File: src/rtl/fnv1a_expand_seq_if.sv
`default_nettype none
// ============================================================================
// Module   : fnv1a_expand_seq_if
// Brief    : Word write port (valid/ready) between the FNV-1a expander and
//            the exe_env word space.
// Revision : 1.0 - initial release
// ============================================================================
interface fnv1a_expand_seq_if #(
  parameter int ADDR_W = 8
);
  logic              wr_valid_o;
  logic              wr_ready_i;
  logic [ADDR_W-1:0] wr_addr_o;
  logic [31:0]       wr_data_o;

  modport master (
    output wr_valid_o,
    output wr_addr_o,
    output wr_data_o,
    input  wr_ready_i
  );

  modport slave (
    input  wr_valid_o,
    input  wr_addr_o,
    input  wr_data_o,
    output wr_ready_i
  );
endinterface
`default_nettype wire

File: src/rtl/fnv1a_expand_seq.sv
`default_nettype none
// ============================================================================
// Module   : fnv1a_expand_seq
// Brief    : Expands a 32-bit seed into LEN FNV-1a chain words written to
//            consecutive word addresses; returns the final chain value.
// Revision : 1.0 - initial release
// ============================================================================
module fnv1a_expand_seq #(
  parameter int          ADDR_W    = 8,
  parameter int          MAX_LEN   = 48,
  parameter int          LEN_W     = 6,
  parameter logic [31:0] FNV_PRIME = 32'h01000193
) (
  input  wire logic              clk,
  input  wire logic              rst_n,
  input  wire logic              start_i,
  input  wire logic              cond_i,
  input  wire logic [31:0]       seed_i,
  input  wire logic [31:0]       salt_i,
  input  wire logic [ADDR_W-1:0] dest_i,
  input  wire logic [LEN_W-1:0]  len_i,
  fnv1a_expand_seq_if.master     wr,
  output logic                   busy_o,
  output logic                   done_o,
  output logic [31:0]            hash_o
);

  localparam logic [LEN_W-1:0] c_MAX_LEN = LEN_W'(MAX_LEN);

  typedef enum logic [1:0] {
    ST_IDLE  = 2'd0,
    ST_WRITE = 2'd1,
    ST_DONE  = 2'd2
  } state_t;

  state_t              r_state, w_state_nxt;
  logic [LEN_W-1:0]    r_idx, w_idx_nxt;
  logic [LEN_W-1:0]    r_len, w_len_nxt;
  logic [31:0]         r_salt, w_salt_nxt;
  logic [ADDR_W-1:0]   r_addr, w_addr_nxt;
  logic [31:0]         r_data, w_data_nxt;
  logic                r_valid, w_valid_nxt;
  logic [31:0]         r_hash, w_hash_nxt;

  logic [LEN_W-1:0]    w_len_clamp;
  logic [LEN_W-1:0]    w_idx_inc;
  logic [31:0]         w_mix;
  logic [31:0]         w_prod;

  assign w_len_clamp = (len_i > c_MAX_LEN) ? c_MAX_LEN : len_i;
  assign w_idx_inc   = r_idx + 1'b1;

  // One multiplier serves both the first word (from the live seed) and every
  // following word (from the word currently on the bus), so no valid bubble.
  assign w_mix  = (r_state == ST_IDLE) ? (seed_i ^ salt_i)
                                       : (r_data ^ (r_salt + 32'(w_idx_inc)));
  assign w_prod = w_mix * FNV_PRIME;

  always_ff @(posedge clk or negedge rst_n) begin
    if (!rst_n) begin
      r_state <= ST_IDLE;
      r_idx   <= '0;
      r_len   <= '0;
      r_salt  <= '0;
      r_addr  <= '0;
      r_data  <= '0;
      r_valid <= 1'b0;
      r_hash  <= '0;
    end else begin
      r_state <= w_state_nxt;
      r_idx   <= w_idx_nxt;
      r_len   <= w_len_nxt;
      r_salt  <= w_salt_nxt;
      r_addr  <= w_addr_nxt;
      r_data  <= w_data_nxt;
      r_valid <= w_valid_nxt;
      r_hash  <= w_hash_nxt;
    end
  end

  always_comb begin
    w_state_nxt = r_state;
    w_idx_nxt   = r_idx;
    w_len_nxt   = r_len;
    w_salt_nxt  = r_salt;
    w_addr_nxt  = r_addr;
    w_data_nxt  = r_data;
    w_valid_nxt = r_valid;
    w_hash_nxt  = r_hash;

    case (r_state)
      ST_IDLE: begin
        if (start_i) begin
          w_salt_nxt = salt_i;
          w_len_nxt  = w_len_clamp;
          w_idx_nxt  = '0;
          if (!cond_i || (w_len_clamp == '0)) begin
            w_hash_nxt  = seed_i;
            w_state_nxt = ST_DONE;
          end else begin
            w_valid_nxt = 1'b1;
            w_addr_nxt  = dest_i;
            w_data_nxt  = w_prod;
            w_state_nxt = ST_WRITE;
          end
        end
      end
      ST_WRITE: begin
        if (r_valid && wr.wr_ready_i) begin
          if (w_idx_inc == r_len) begin
            w_hash_nxt  = r_data;
            w_valid_nxt = 1'b0;
            w_state_nxt = ST_DONE;
          end else begin
            w_idx_nxt  = w_idx_inc;
            w_addr_nxt = r_addr + 1'b1;
            w_data_nxt = w_prod;
          end
        end
      end
      ST_DONE: begin
        w_state_nxt = ST_IDLE;
      end
      default: begin
        w_state_nxt = ST_IDLE;
        w_valid_nxt = 1'b0;
      end
    endcase
  end

  assign wr.wr_valid_o = r_valid;
  assign wr.wr_addr_o  = r_addr;
  assign wr.wr_data_o  = r_data;
  assign busy_o        = (r_state != ST_IDLE);
  assign done_o        = (r_state == ST_DONE);
  assign hash_o        = r_hash;

endmodule
`default_nettype wire

File: src/flat_wrapper.sv
// flat-port wrapper written by rule: the top's interface ports become plain ports
module fnv1a_expand_seq_flat 
#(
  parameter int          ADDR_W    = 8,
  parameter int          MAX_LEN   = 48,
  parameter int          LEN_W     = 6,
  parameter logic [31:0] FNV_PRIME = 32'h01000193
)
  (clk, rst_n, start_i, cond_i, seed_i, salt_i, dest_i, len_i, busy_o, done_o, hash_o, wr_wr_valid_o, wr_wr_addr_o, wr_wr_data_o, wr_wr_ready_i);
  fnv1a_expand_seq_if #(.ADDR_W(ADDR_W)) wr_i ();
  input  wire logic clk;
  input  wire logic rst_n;
  input  wire logic start_i;
  input  wire logic cond_i;
  input  wire logic [31:0] seed_i;
  input  wire logic [31:0] salt_i;
  input  wire logic [ADDR_W-1:0] dest_i;
  input  wire logic [LEN_W-1:0] len_i;
  output logic busy_o;
  output logic done_o;
  output logic [31:0] hash_o;
  output wire logic [$bits(wr_i.wr_valid_o)-1:0] wr_wr_valid_o;
  output wire logic [$bits(wr_i.wr_addr_o)-1:0] wr_wr_addr_o;
  output wire logic [$bits(wr_i.wr_data_o)-1:0] wr_wr_data_o;
  input wire logic [$bits(wr_i.wr_ready_i)-1:0] wr_wr_ready_i;
  assign wr_wr_valid_o = wr_i.wr_valid_o;
  assign wr_wr_addr_o = wr_i.wr_addr_o;
  assign wr_wr_data_o = wr_i.wr_data_o;
  assign wr_i.wr_ready_i = wr_wr_ready_i;
  fnv1a_expand_seq #(.ADDR_W(ADDR_W), .MAX_LEN(MAX_LEN), .LEN_W(LEN_W), .FNV_PRIME(FNV_PRIME)) u_core (.clk(clk), .rst_n(rst_n), .start_i(start_i), .cond_i(cond_i), .seed_i(seed_i), .salt_i(salt_i), .dest_i(dest_i), .len_i(len_i), .wr(wr_i), .busy_o(busy_o), .done_o(done_o), .hash_o(hash_o));
endmodule
File: config.mk
export PLATFORM = sky130hd
export DESIGN_NAME = fnv1a_expand_seq_flat
export DESIGN_NICKNAME = d
export VERILOG_FILES = /design/src/rtl/fnv1a_expand_seq_if.sv /design/src/rtl/fnv1a_expand_seq.sv /design/src/flat_wrapper.sv
export SDC_FILE = /design/constraint.sdc
export NUM_CORES = 1
export LEC_CHECK = 0
export CORE_MARGIN = 4
export CORE_UTILIZATION = 35
export DETAILED_ROUTE_END_ITERATION = 10
export PLACE_DENSITY = 0.62
export SYNTH_ARGS = -nofsm -noshare
export SYNTH_HDL_FRONTEND = slang
export SYNTH_SLANG_ARGS = --single-unit
File: constraint.sdc
create_clock -name clk -period 9.4 [get_ports clk]
set_input_delay 0.94 -clock clk [delete_from_list [all_inputs] [get_ports clk]]
set_output_delay 0.94 -clock clk [all_outputs]
set_load 0.02 [all_outputs]
==> results.cfg <==
[run_status]
result_of_the_run = completed

[die]
std_cell_core_area_sq_mm = 0.03387
die-area_sq_mm = 0.03774
rows = 67
die-height_microns = 194.3
die_width_microns = 194.3
pin_count = 158
initial_core_util = 0.3586

[synthesis]
mapped_cell_area_sq_mm = 0.01214
ys_top_cells_by_area = sky130_fd_sc_hd__dfrtp_1, sky130_fd_sc_hd__ha_1, sky130_fd_sc_hd__fa_1
synth_enable_flop_cells = 0
synth.top_cells.by_count = sky130_fd_sc_hd__ha_1, sky130_fd_sc_hd__inv_1, sky130_fd_sc_hd__dfrtp_1, sky130_fd_sc_hd__nand2_1, sky130_fd_sc_hd__o21ai_0
yosys_warnings = 0
synth-seq-cells = 119
post_synth.cell_area_avg_sq_um = 9.525
async_reset_ff_frac = 1.000
yosys_most_used_dff = sky130_fd_sc_hd__dfrtp_1
synth.net_count = 1621
syn_inst = 1275
yosys.cell_count.top_type = sky130_fd_sc_hd__ha_1
synth_top_cell_area_share = 0.2452
synth_area_leader_cell = sky130_fd_sc_hd__dfrtp_1
yosysSeqAreaShare = 0.2452
ys_types = 56

[routing]
drtPass1Iterations = 5
totalWireLength_microns = 33310
drc = 0
routed_wire_length_per_instance_microns = 17.58
antenna_left = 0
first_iter_violations = 557
route.vias.total = 9366
via_per_inst = 4.942

[critical_path]
crit_slowest_cell = sky130_fd_sc_hd__o21ai_0
cp-end-kind = flip-flop
cp-start-kind = flip-flop
crit_path_frequent_cell = sky130_fd_sc_hd__xnor2_1
setup.worst_path.class = flip-flop to flip-flop
slowest_cell_delay_on_critical_path_ns = 0.74
r2r_slack_ns = 0.61
worstPathArrival_ns = 9.08
timing.critical_path.fanout_max = 6
critical_path_required_ns = 9.70

[clock_tree]
clockBufferDepth = 2
clk_pin_slew_worst_paths_ns = 0.06
post-cts-setup-buffers = 0
cts.htree.levels = 4
ctsRootBufferMaster = sky130_fd_sc_hd__clkbuf_16
cts_made_buffers = 17
worst_skew_pair.late_latency_ns = 0.44
cts.hold.buffers_added = 0
cts_repair_resize_count = 0
clock_sink_count = 119
cts_tree = built

[timing]
grt_setup_unrepaired = false
fmax_mhz = 113.8
final_period_minus_worst_setup_slack_ns = 8.785
setup-tns-final_ns = 0
worst_slew_margin_rel = 0.2261
setup_slack_ns = 0.6148
clock_skew_after_layout_ns = 0.01359
number_of_endpoints_with_negative_hold_slack_in_the_final_report = 0
period_share = 0.9346
slew_viol_final = 0
setup-violations-final = 0
worst_pin_slew_ns = 1.157

[min_path]
hp-class = flip-flop to flip-flop

[placement]
buffer_ports.inserted = 157
detailedPlacementHpwl_microns = 26510
place.gp.congestion = 0.8862
place_ws_ns = 0.5396
dp.cells = 1863

[job]
max_cap_violations = 0

[final_layout]
layout.nets = 1780
final_layout_size_suffix_gt1_frac = 0.07326
layout-area-overhead-vs-synth_pct = 22.66
n_fill_cell = 3292
antennaDiodeCount = 0
instances_no_fill = 1895

[grt]
grt-ovfl-total = 0
grt_antenna_before_repair = 0
largest_net_degree_at_the_start_of_global_routing = 69
first_global_vias = 9790
grt_pass1_wl_microns = 54420
track_usage = 0.1795
## metrics by stage
stage	utilization	hold slack [ns]	area (sq um)
3_3_place_gp	0.4222	0.4626	14300
2_1_floorplan	-	0.4498	12140
5_1_grt	0.4398	0.4951	14900
4_1_cts	0.4398	0.4843	14900
3_5_place_dp	0.4222	0.4714	14300
6_report	0.4398	0.4753	14900
## critical path: cells and delay by family (launching register included)
kind,cells,cell delay (ns)
DFF,1,0.43
AOI/OAI and AO/OA,5,1.37
xor gates and xnor gates,10,2.07
buffers and inverters,4,0.24
adders and majority gates,9,3.33
and+or+nand+nor,4,1.17
## registers in the layout, summed over array words and instances (netlist names)
name,cells
u_core.hash_o,32
u_core.r_state,2
u_core.wr.wr_valid_o,1
u_core.r_idx,6
u_core.r_salt,32
u_core.wr.wr_data_o,32
u_core.wr.wr_addr_o,8
u_core.r_len,6
## worst paths after layout
path | start | to | cells after the start
min in group asynchronous | rst_n | u_core.wr.wr_addr_o[2] | 1
min reg2reg | u_core.hash_o[31] | u_core.hash_o[31] | 2
max in group asynchronous | rst_n | u_core.wr.wr_data_o[19] | 2
max | u_core.r_idx[0] | u_core.wr.wr_data_o[31] | 32
max reg2reg | u_core.r_idx[0] | u_core.wr.wr_data_o[31] | 32
min | u_core.hash_o[31] | u_core.hash_o[31] | 2
## routing by layer
layer  vias to the layer above  global-route usage  wire length [microns]
met4                         0             0.05156                    636
met3                        39             0.02624                   1242
met5                         -                   0                      0
li1                       4596                   -                      -
met1                      4518              0.2465                  15960
met2                       213              0.2960                  15470
## kinds of logic (layout without fill, tap and decap cells)
logic type	after synthesis	in the layout	synth area share
AOI/OAI and AO/OA	228	228	0.1119
DFF	119	119	0.2452
xor gates and xnor gates	145	145	0.1075
and+or+nand+nor	232	232	0.08727
buffers and inverters	215	387	0.06666
adders and majority gates	263	263	0.3173
muxes	73	73	0.06419
## layout make-up
type | count | area [sq um] | area share
Timing Repair Buffer | 174 | 1697 | 0.1139
Clock buffer | 19 | 452.9 | 0.03041
Sequential cell | 119 | 2978 | 0.1999
Tap cell | 448 | 560.5 | 0.03763
Clock inverter | 13 | 145.1 | 0.009744
Multi-Input combinational cell | 941 | 8383 | 0.5628
Inverter | 181 | 679.4 | 0.04561
## placed cells by master, fill, tap and decap left out, types with 4 or more instances in the layout
cell type and n:
sky130_fd_sc_hd__mux2_2 39, sky130_fd_sc_hd__inv_1 181, sky130_fd_sc_hd__o21ai_0 103, sky130_fd_sc_hd__nor2_1 47, sky130_fd_sc_hd__nand2_1 110, sky130_fd_sc_hd__nor2b_1 9, sky130_fd_sc_hd__nor3_1 5, sky130_fd_sc_hd__nand2b_1 6
sky130_fd_sc_hd__nand3_1 19, sky130_fd_sc_hd__clkdlybuf4s50_1 156, sky130_fd_sc_hd__o21bai_1 4, sky130_fd_sc_hd__xnor2_1 83, sky130_fd_sc_hd__dfrtp_1 119, sky130_fd_sc_hd__o21ai_1 12, sky130_fd_sc_hd__clkbuf_16 17, sky130_fd_sc_hd__a31oi_1 5
sky130_fd_sc_hd__fa_1 75, sky130_fd_sc_hd__mux2i_1 34, sky130_fd_sc_hd__buf_4 18, sky130_fd_sc_hd__xor2_1 59, sky130_fd_sc_hd__nand4_1 5, sky130_fd_sc_hd__o211ai_1 4, sky130_fd_sc_hd__a21oi_1 46, sky130_fd_sc_hd__o31ai_1 4
sky130_fd_sc_hd__or3_1 5, sky130_fd_sc_hd__ha_1 188, sky130_fd_sc_hd__a211oi_1 4, sky130_fd_sc_hd__o41ai_1 4, sky130_fd_sc_hd__o22a_1 4, sky130_fd_sc_hd__a21o_1 22
Power is left out: the tool's default activity adds up to more than one toggle a clock period on the data nets, which glitch-free logic cannot reach.
